`src/rtl/enc_channel_ctrl.sv`:
```
// Shares one debounced rotary encoder among NUM_CH setpoint registers.
// Rotation steps the selected channel, short press selects the next one, long press clears it.
module enc_ch_slot #(
  parameter int WIDTH = 8
) (
  input  logic             clk,
  input  logic             rst,
  input  logic             ld,
  input  logic [WIDTH-1:0] d,
  output logic [WIDTH-1:0] q
);
  logic [WIDTH-1:0] val_q, val_d;

  always_comb begin
    val_d = val_q;
    if (ld) val_d = d;
  end

  always_ff @(posedge clk) begin
    if (rst) val_q <= '0;
    else     val_q <= val_d;
  end

  assign q = val_q;
endmodule

module enc_channel_ctrl #(
  parameter int NUM_CH     = 4,
  parameter int WIDTH      = 8,
  parameter int MAX        = 120,
  parameter int LONG_PRESS = 50000000
) (
  input  logic                      clk,
  input  logic                      rst,
  input  logic                      a_in,
  input  logic                      b_in,
  input  logic                      btn,
  output logic [$clog2(NUM_CH)-1:0] sel,
  output logic [WIDTH-1:0]          sel_val,
  output logic                      upd_valid,
  output logic [$clog2(NUM_CH)-1:0] upd_ch,
  output logic [WIDTH-1:0]          upd_val,
  input  logic                      upd_ready
);
  localparam int SEL_W = $clog2(NUM_CH);
  localparam int CNT_W = $clog2(LONG_PRESS + 1);

  typedef enum logic [1:0] {IDLE, PRESS, HELD} st_t;

  st_t                            st_q, st_d;
  logic [CNT_W-1:0]               cnt_q, cnt_d;
  logic [SEL_W-1:0]               sel_q, sel_d;
  logic [WIDTH-1:0]               sel_val_q, sel_val_d;
  logic                           a_q, btn_q;
  logic                           upd_valid_q, upd_valid_d;
  logic [SEL_W-1:0]               upd_ch_q, upd_ch_d;
  logic [WIDTH-1:0]               upd_val_q, upd_val_d;
  logic [NUM_CH-1:0][WIDTH-1:0]   ch_q;
  logic [NUM_CH-1:0]              ch_ld;
  logic [WIDTH-1:0]               cur, new_val;
  logic                           inc, dec, clr, step_ok, chg;

  genvar gi;
  generate
    for (gi = 0; gi < NUM_CH; gi++) begin : g_ch
      enc_ch_slot #(.WIDTH(WIDTH)) u_slot (
        .clk (clk),
        .rst (rst),
        .ld  (ch_ld[gi]),
        .d   (new_val),
        .q   (ch_q[gi])
      );
    end
  endgenerate

  always_comb begin
    inc   = a_in & ~a_q & ~b_in;
    dec   = a_in & ~a_q &  b_in;
    cur   = ch_q[sel_q];
    st_d  = st_q;
    cnt_d = cnt_q;
    sel_d = sel_q;
    clr   = 1'b0;
    case (st_q)
      IDLE: begin
        if (btn & ~btn_q) begin
          st_d  = PRESS;
          cnt_d = CNT_W'(1);
        end
      end
      PRESS: begin
        if (btn) begin
          cnt_d = cnt_q + CNT_W'(1);
          // Clear fires on the LONG_PRESS-th cycle the button is seen held.
          if (cnt_q >= CNT_W'(LONG_PRESS - 1)) begin
            clr  = 1'b1;
            st_d = HELD;
          end
        end else begin
          st_d  = IDLE;
          sel_d = (sel_q == SEL_W'(NUM_CH - 1)) ? '0 : sel_q + SEL_W'(1);
        end
      end
      HELD: begin
        if (!btn) st_d = IDLE;
      end
      default: st_d = IDLE;
    endcase

    // Step and clear both target the pre-edge selection; clear takes priority.
    step_ok = (inc & (cur != WIDTH'(MAX))) | (dec & (cur != '0));
    new_val = clr ? '0 : (inc ? cur + WIDTH'(1) : cur - WIDTH'(1));
    chg     = clr | step_ok;
    ch_ld   = '0;
    if (chg) ch_ld[sel_q] = 1'b1;

    upd_valid_d = chg | (upd_valid_q & ~upd_ready);
    upd_ch_d    = chg ? sel_q   : upd_ch_q;
    upd_val_d   = chg ? new_val : upd_val_q;
    sel_val_d   = cur;
  end

  always_ff @(posedge clk) begin
    if (rst) begin
      st_q        <= IDLE;
      cnt_q       <= '0;
      sel_q       <= '0;
      sel_val_q   <= '0;
      a_q         <= a_in;
      btn_q       <= btn;
      upd_valid_q <= 1'b0;
      upd_ch_q    <= '0;
      upd_val_q   <= '0;
    end else begin
      st_q        <= st_d;
      cnt_q       <= cnt_d;
      sel_q       <= sel_d;
      sel_val_q   <= sel_val_d;
      a_q         <= a_in;
      btn_q       <= btn;
      upd_valid_q <= upd_valid_d;
      upd_ch_q    <= upd_ch_d;
      upd_val_q   <= upd_val_d;
    end
  end

  assign sel       = sel_q;
  assign sel_val   = sel_val_q;
  assign upd_valid = upd_valid_q;
  assign upd_ch    = upd_ch_q;
  assign upd_val   = upd_val_q;
endmodule

```
`config.mk`:
```
export PLATFORM = sky130hd
export DESIGN_NAME = enc_channel_ctrl
export DESIGN_NICKNAME = d
export VERILOG_FILES = /design/src/rtl/enc_channel_ctrl.sv
export SDC_FILE = /design/constraint.sdc
export NUM_CORES = 1
export LEC_CHECK = 0
export BUFFER_PORTS_ARGS = -buffer_cell sky130_fd_sc_hd__buf_2
export CAP_MARGIN = 20
export CORE_UTILIZATION = 60
export CTS_BUF_LIST = sky130_fd_sc_hd__clkbuf_2
export DETAILED_ROUTE_END_ITERATION = 10
export PLACE_DENSITY = 0.79
export SYNTH_ARGS = -nofsm -noshare
export SYNTH_HDL_FRONTEND = slang
export SYNTH_SLANG_ARGS = --single-unit
```
`constraint.sdc`:
```
create_clock -name clk -period 7 [get_ports clk]
set_input_delay 0 -clock clk [delete_from_list [all_inputs] [get_ports clk]]
set_output_delay 0 -clock clk [all_outputs]
set_load 0.005 [all_outputs]
```
# Yosys cells after proc, flatten, opt, wreduce, memory -nomap -nowiden
# Index checks and enable logic that the tools add are counted.
# totals
ff_bits	83
word_cells	69
out_inout_bits	21
# op_classes
reduce_logical	7
magnitude_cmp	3
n_addsub	4
n_eq_ne	8
n_bitwise	15
mux	19
# op_table
operator	count
$mux 26	2
$pmux 26 s2	1
$add 26x1->26 const B	1
$ge 26x26->1 const B	1
$mux 8	3
$bmux 8 s2	1
$mux 2	5
$add 8x1->8 const B	1
$ne 8x7->1 const B	1
$reduce_bool 8->1	1
$sub 8x1->8 const B	1
$and 1x1->1	7
$ne 2x2->1 const B	3
$pmux 2 s3	1
$reduce_and 3->1	2
$not 1->1	5
$eq 2x2->1 const B	2
$mux 1	4
$mux 4	1
$lt 2x3->1 const B	1
$ne 3x3->1 const B	1
$or 1x1->1	3
$add 2x1->2 const B	1
$demux 1 s2	1
other kinds (6)	6

# Longest topological paths before layout
# depth
word_depth	7
mapped_depth	10

# Hierarchy
# A second synthesis with hierarchy kept.
# hier_totals
cells_unflattened	402
area_unflattened_um2	3828.7
# modules_own_cells
module	n_inst	area_per_inst_um2	cells_per_inst	seq_area_each_um2
enc_channel_ctrl	1	2687.6	298	1021.0
enc_ch_slot	4	285.3	26	160.2

# Worst setup path after synthesis
# No wires, ideal clock.
# synth_path
path_kind	reg2reg
start	reg sel_q[1] (netlist: sel[1])
end	reg g_ch[1].u_slot.val_q[7]
required_time_ns	6.861
path_slack_ns	4.175
setup_time_ns	0.139
stages_incl_launch_ff	10
arrival_ns	2.686
path_cell_list	dfxtp_1 -> buf_6 -> mux4_2 -> ha_1 -> a21oi_1 -> o31ai_1 -> o41ai_1 -> o21ai_0 -> xnor2_1 -> o32ai_1
# synth_between
elab_chain_cells	7
word_cells_on_any_way	18
cone_classes	2 x add/sub; 2 x order compare; 1 x eq/ne; 7 x mux; 4 x bitwise; 2 x reduce/logical
# synth_lines
item	line	rtl
start: declaration	52	logic [SEL_W-1:0] sel_q, sel_d;
start signal: assignment	137	sel_q <= sel_d;
$bmux 8 s2 (*)	79	cur = ch_q[sel_q];
$mux 8 (not written as such) (*)	79	
net cur[2]	60	logic [WIDTH-1:0] cur, new_val;
branches (longest 5 deep; another with $sub 8x1->8)	n/a	
end signal: assignment	21	else val_q <= val_d;
end: declaration	12	logic [WIDTH-1:0] val_q, val_d;
# Mark *: on every way through the listed nets, which the timed path passes. The select of a mux whose other input is x is not followed.
# A chain may end at the register's enable or synchronous reset.

# Final worst setup path
# Ends and elaborated chain as after synthesis.

==> metrics.csv <==
stage,metric,value,unit
timing,maxSlewViolCount,0,
synthesis,synth_seq_cells,83,
clocking,cts_buffer_depth,2,
grt,antenna_found_initial,0,
synthesis,async_reset_ff_frac,0,
timing,finalClockSkew,0.02369,ns
timing,slew_headroom,0.3650,
floorplanning,core,0.006061,mm²
routing,firstDrtPassIters,5,
floorplanning,die_w,82.14,µm
power,p_sw_frac,0.3084,
timing,final.period_utilization,0.5244,
floorplanning,initial_core_util,0.6358,
placed_design,routabilityCongestion,0.8903,
worst_setup_path,cp.arrival,4.10,ns
grt,overflow,0,
synthesis,syn_inst,416,
power,power.internal,0.6587,mW
timing,finalHoldViolations,0,
timing,setup_violations,0,
floorplanning,dieArea,0.006747,mm²
routing,viasPerCell,5.933,
min_path,min_path_type,in2reg,
routing,wl_met3,496,µm
clocking,post_cts_resized,0,
clocking,htreeDepth,3,
synthesis,syn-cell-area,0.003854,mm²
floorplanning,die_y,82.14,µm
final_layout,n_antenna_cell,0,
synthesis,syn_nets,434,
synthesis,synth_seq_area_share,0.4312,
synthesis,synth_compound_area_frac,0.1536,
clocking,clock_latency,0.54,ns
power,powerDensity,229.9,mW/mm²
worst_setup_path,r2r_cells,8,
timing,min_period,3.671,ns
clocking,clk_pin_slew,0.22,ns
routing,antenna_left,0,
worst_setup_path,worstPathMaxFanout,13,
timing,rsz0062_at_grt,no,
final_layout,area_growth,7.532,%
run,cap_violations,0,
power,power_switching,0.2938,mW
power,worst_ir_drop_vdd,0.1528,mV
final_layout,fin_nets,459,
worst_setup_path,critPathKind,reg2reg,
placed_design,hpwl,5839,µm
synthesis,yosys_warnings,0,
synthesis,synthMuxAreaShare,0.06721,
routing,route.detailed.drc,0,
timing,fmax,0.2724,GHz
synthesis,synthAdderAreaFrac,0.04091,
final_layout,drive_gt1_frac,0.1256,
worst_setup_path,crit_start,sel[1],
grt,grt_max_degree,57,
routing,drt-initial-drc-count,211,
routing,wl_met2,3623,µm
clocking,cts_setup_buffers,0,
worst_setup_path,reg2reg_from,sel[1],
timing,tightest_slew,0.9525,ns
clocking,cts_buffers,9,
floorplanning,fp-row-count,28,
clocking,postCtsHoldBufs,3,
routing,route.final.wire_length,8293,µm
worst_setup_path,cp.required,7.42,ns
synthesis,synthDistinctLibCells,50,
power,seq_power_share,0.534,
synthesis,synth-xor-area-share,0.05909,
grt,grt.total_usage,0.2691,
clocking,cts_root_buffer,clkbuf_2,
worst_setup_path,cp-endpoint,g_ch[1].u_slot.q[7],
worst_setup_path,reg2reg_slack,3.33,ns
grt,grt_pass1_wl,13430,µm
routing,wl_per_cell,15.92,µm
synthesis,avgSynthCellArea,9.264,µm²
synthesis,ys.flop_type,dfxtp_1,
clocking,cts_sinks,83,
power,pwr-share-clk,0.259,
synthesis,synth_top_family_by_area,simple AND/OR/NAND/NOR gates,
routing,m1WireLength,4056,µm
final_layout,final_common_cell,dfxtp_1,
worst_setup_path,end_kind,flop,
worst_setup_path,critPathLaunchType,flop,
timing,setup_tns,0,ns
final_layout,finish.utilization,0.6837,
routing,routed-via-count,3091,
routing,dr.max_layer_used,met4,
synthesis,synth-edff-count,0,
worst_setup_path,r2r_end,g_ch[1].u_slot.q[7],
power,pwr-share-comb,0.207,
grt,grt_pass1_vias,2704,
run_status,outcome,finished clean,
floorplanning,ios,27,
final_layout,final_cell_mix,"83 x dfxtp_1, 51 x inv_1, 41 x nor2_1",
power,p_leak,1.516,nW
synthesis,synth-simple-area-share,0.1776,
clocking,cts_tree,built,
placed_design,port_buffers,26,
==> metal layers <==
layer,vias up,GRT usage
met5,-,0
met4,0,0.1053
met3,12,0.05385
met2,93,0.3810
met1,1473,0.3983
li1,1513,-
==> cells in the mapped netlist (8+ instances only) <==
cell,number,area share
xor2_1,12,0.027
a21oi_1,12,0.016
o21ai_0,10,0.013
mux2i_1,9,0.023
nand4_1,9,0.015
nand2_1,20,0.019
clkbuf_1,9,0.0088
ha_1,11,0.036
o32ai_1,31,0.070
nand2b_1,8,0.013
xnor2_1,14,0.032
nor2_1,41,0.040
inv_1,51,0.050
nand3_1,14,0.018
nor2b_1,10,0.016
dfxtp_1,83,0.43
==> kinds of logic (layout without fill, tap and decap cells) <==
logic type,Yosys count,count (layout)
AOI/OAI and AO/OA,76,76
xor gates and xnor gates,26,26
adders and majority gates,12,12
buffers and inverters,67,97
DFF,83,83
muxes,17,17
and+or+nand+nor,135,135
==> worst min path at each step <==
| stage | startpoint | endpoint | depth (start not counted) |
|---|---|---|---|
| after floorplan | a_in | a_q | 0 |
| after global placement | a_in | a_q | 1 |
| after detailed placement | a_in | a_q | 1 |
| after CTS | rst | cnt_q[1] | 2 |
| after global routing | rst | cnt_q[1] | 2 |
| final | rst | cnt_q[1] | 2 |
==> state kept, by name, indices dropped and copies added, names as in the netlist <==
name           cells
g_ch.u_slot.q     32
cnt_q             26
sel_val            8
upd_val            8
sel                2
st_q               2
upd_ch             2
a_q                1
btn_q              1
upd_valid          1
==> final cells by class <==
| class | instances | area (µm²) |
|---|---|---|
| multi-input combinational | 266 | 1921 |
| fill | 510 | 1917 |
| sequential | 83 | 1662 |
| inverter | 51 | 191.4 |
| timing repair buffer | 30 | 167.7 |
| tap | 75 | 93.84 |
| clock buffer | 11 | 55.05 |
| clock inverter | 5 | 53.80 |
==> power by group through the flow <==
stage / combinational, mW / clock [mW] / sequential, mW
finish: 0.198 / 0.247 / 0.508
global route: 0.217 / 0.267 / 0.512
CTS: 0.196 / 0.247 / 0.508
detailed placement: 0.194 / 0 / 0.518
global placement: 0.189 / 0 / 0.517
floorplan: 0.138 / 0 / 0.515
==> through the flow <==
step	std cells	cell area [µm²]	total power, mW	hold WS, ns	setup slack, ns
2_1_floorplan	416	3854	0.6538	0.02772	4.175
3_3_place_gp	502	4005	0.7066	0.1185	3.591
3_5_place_dp	502	4005	0.7112	0.1245	3.423
4_1_cts	521	4144	0.9519	0.04417	3.402
5_1_grt	521	4144	0.9958	0.1020	3.219
6_report	521	4144	0.9525	0.07518	3.329
==> worst max-delay path, cell delays in order, from the launching register on <==
cell,delay (ns)
dfxtp_1,0.78
mux4_2,0.63
ha_1,0.38
a21oi_1,0.18
o31ai_1,0.12
o41ai_1,0.53
o21ai_0,0.23
xnor2_1,0.55
o32ai_1,0.18
Power figures use the tool's default switching activity.
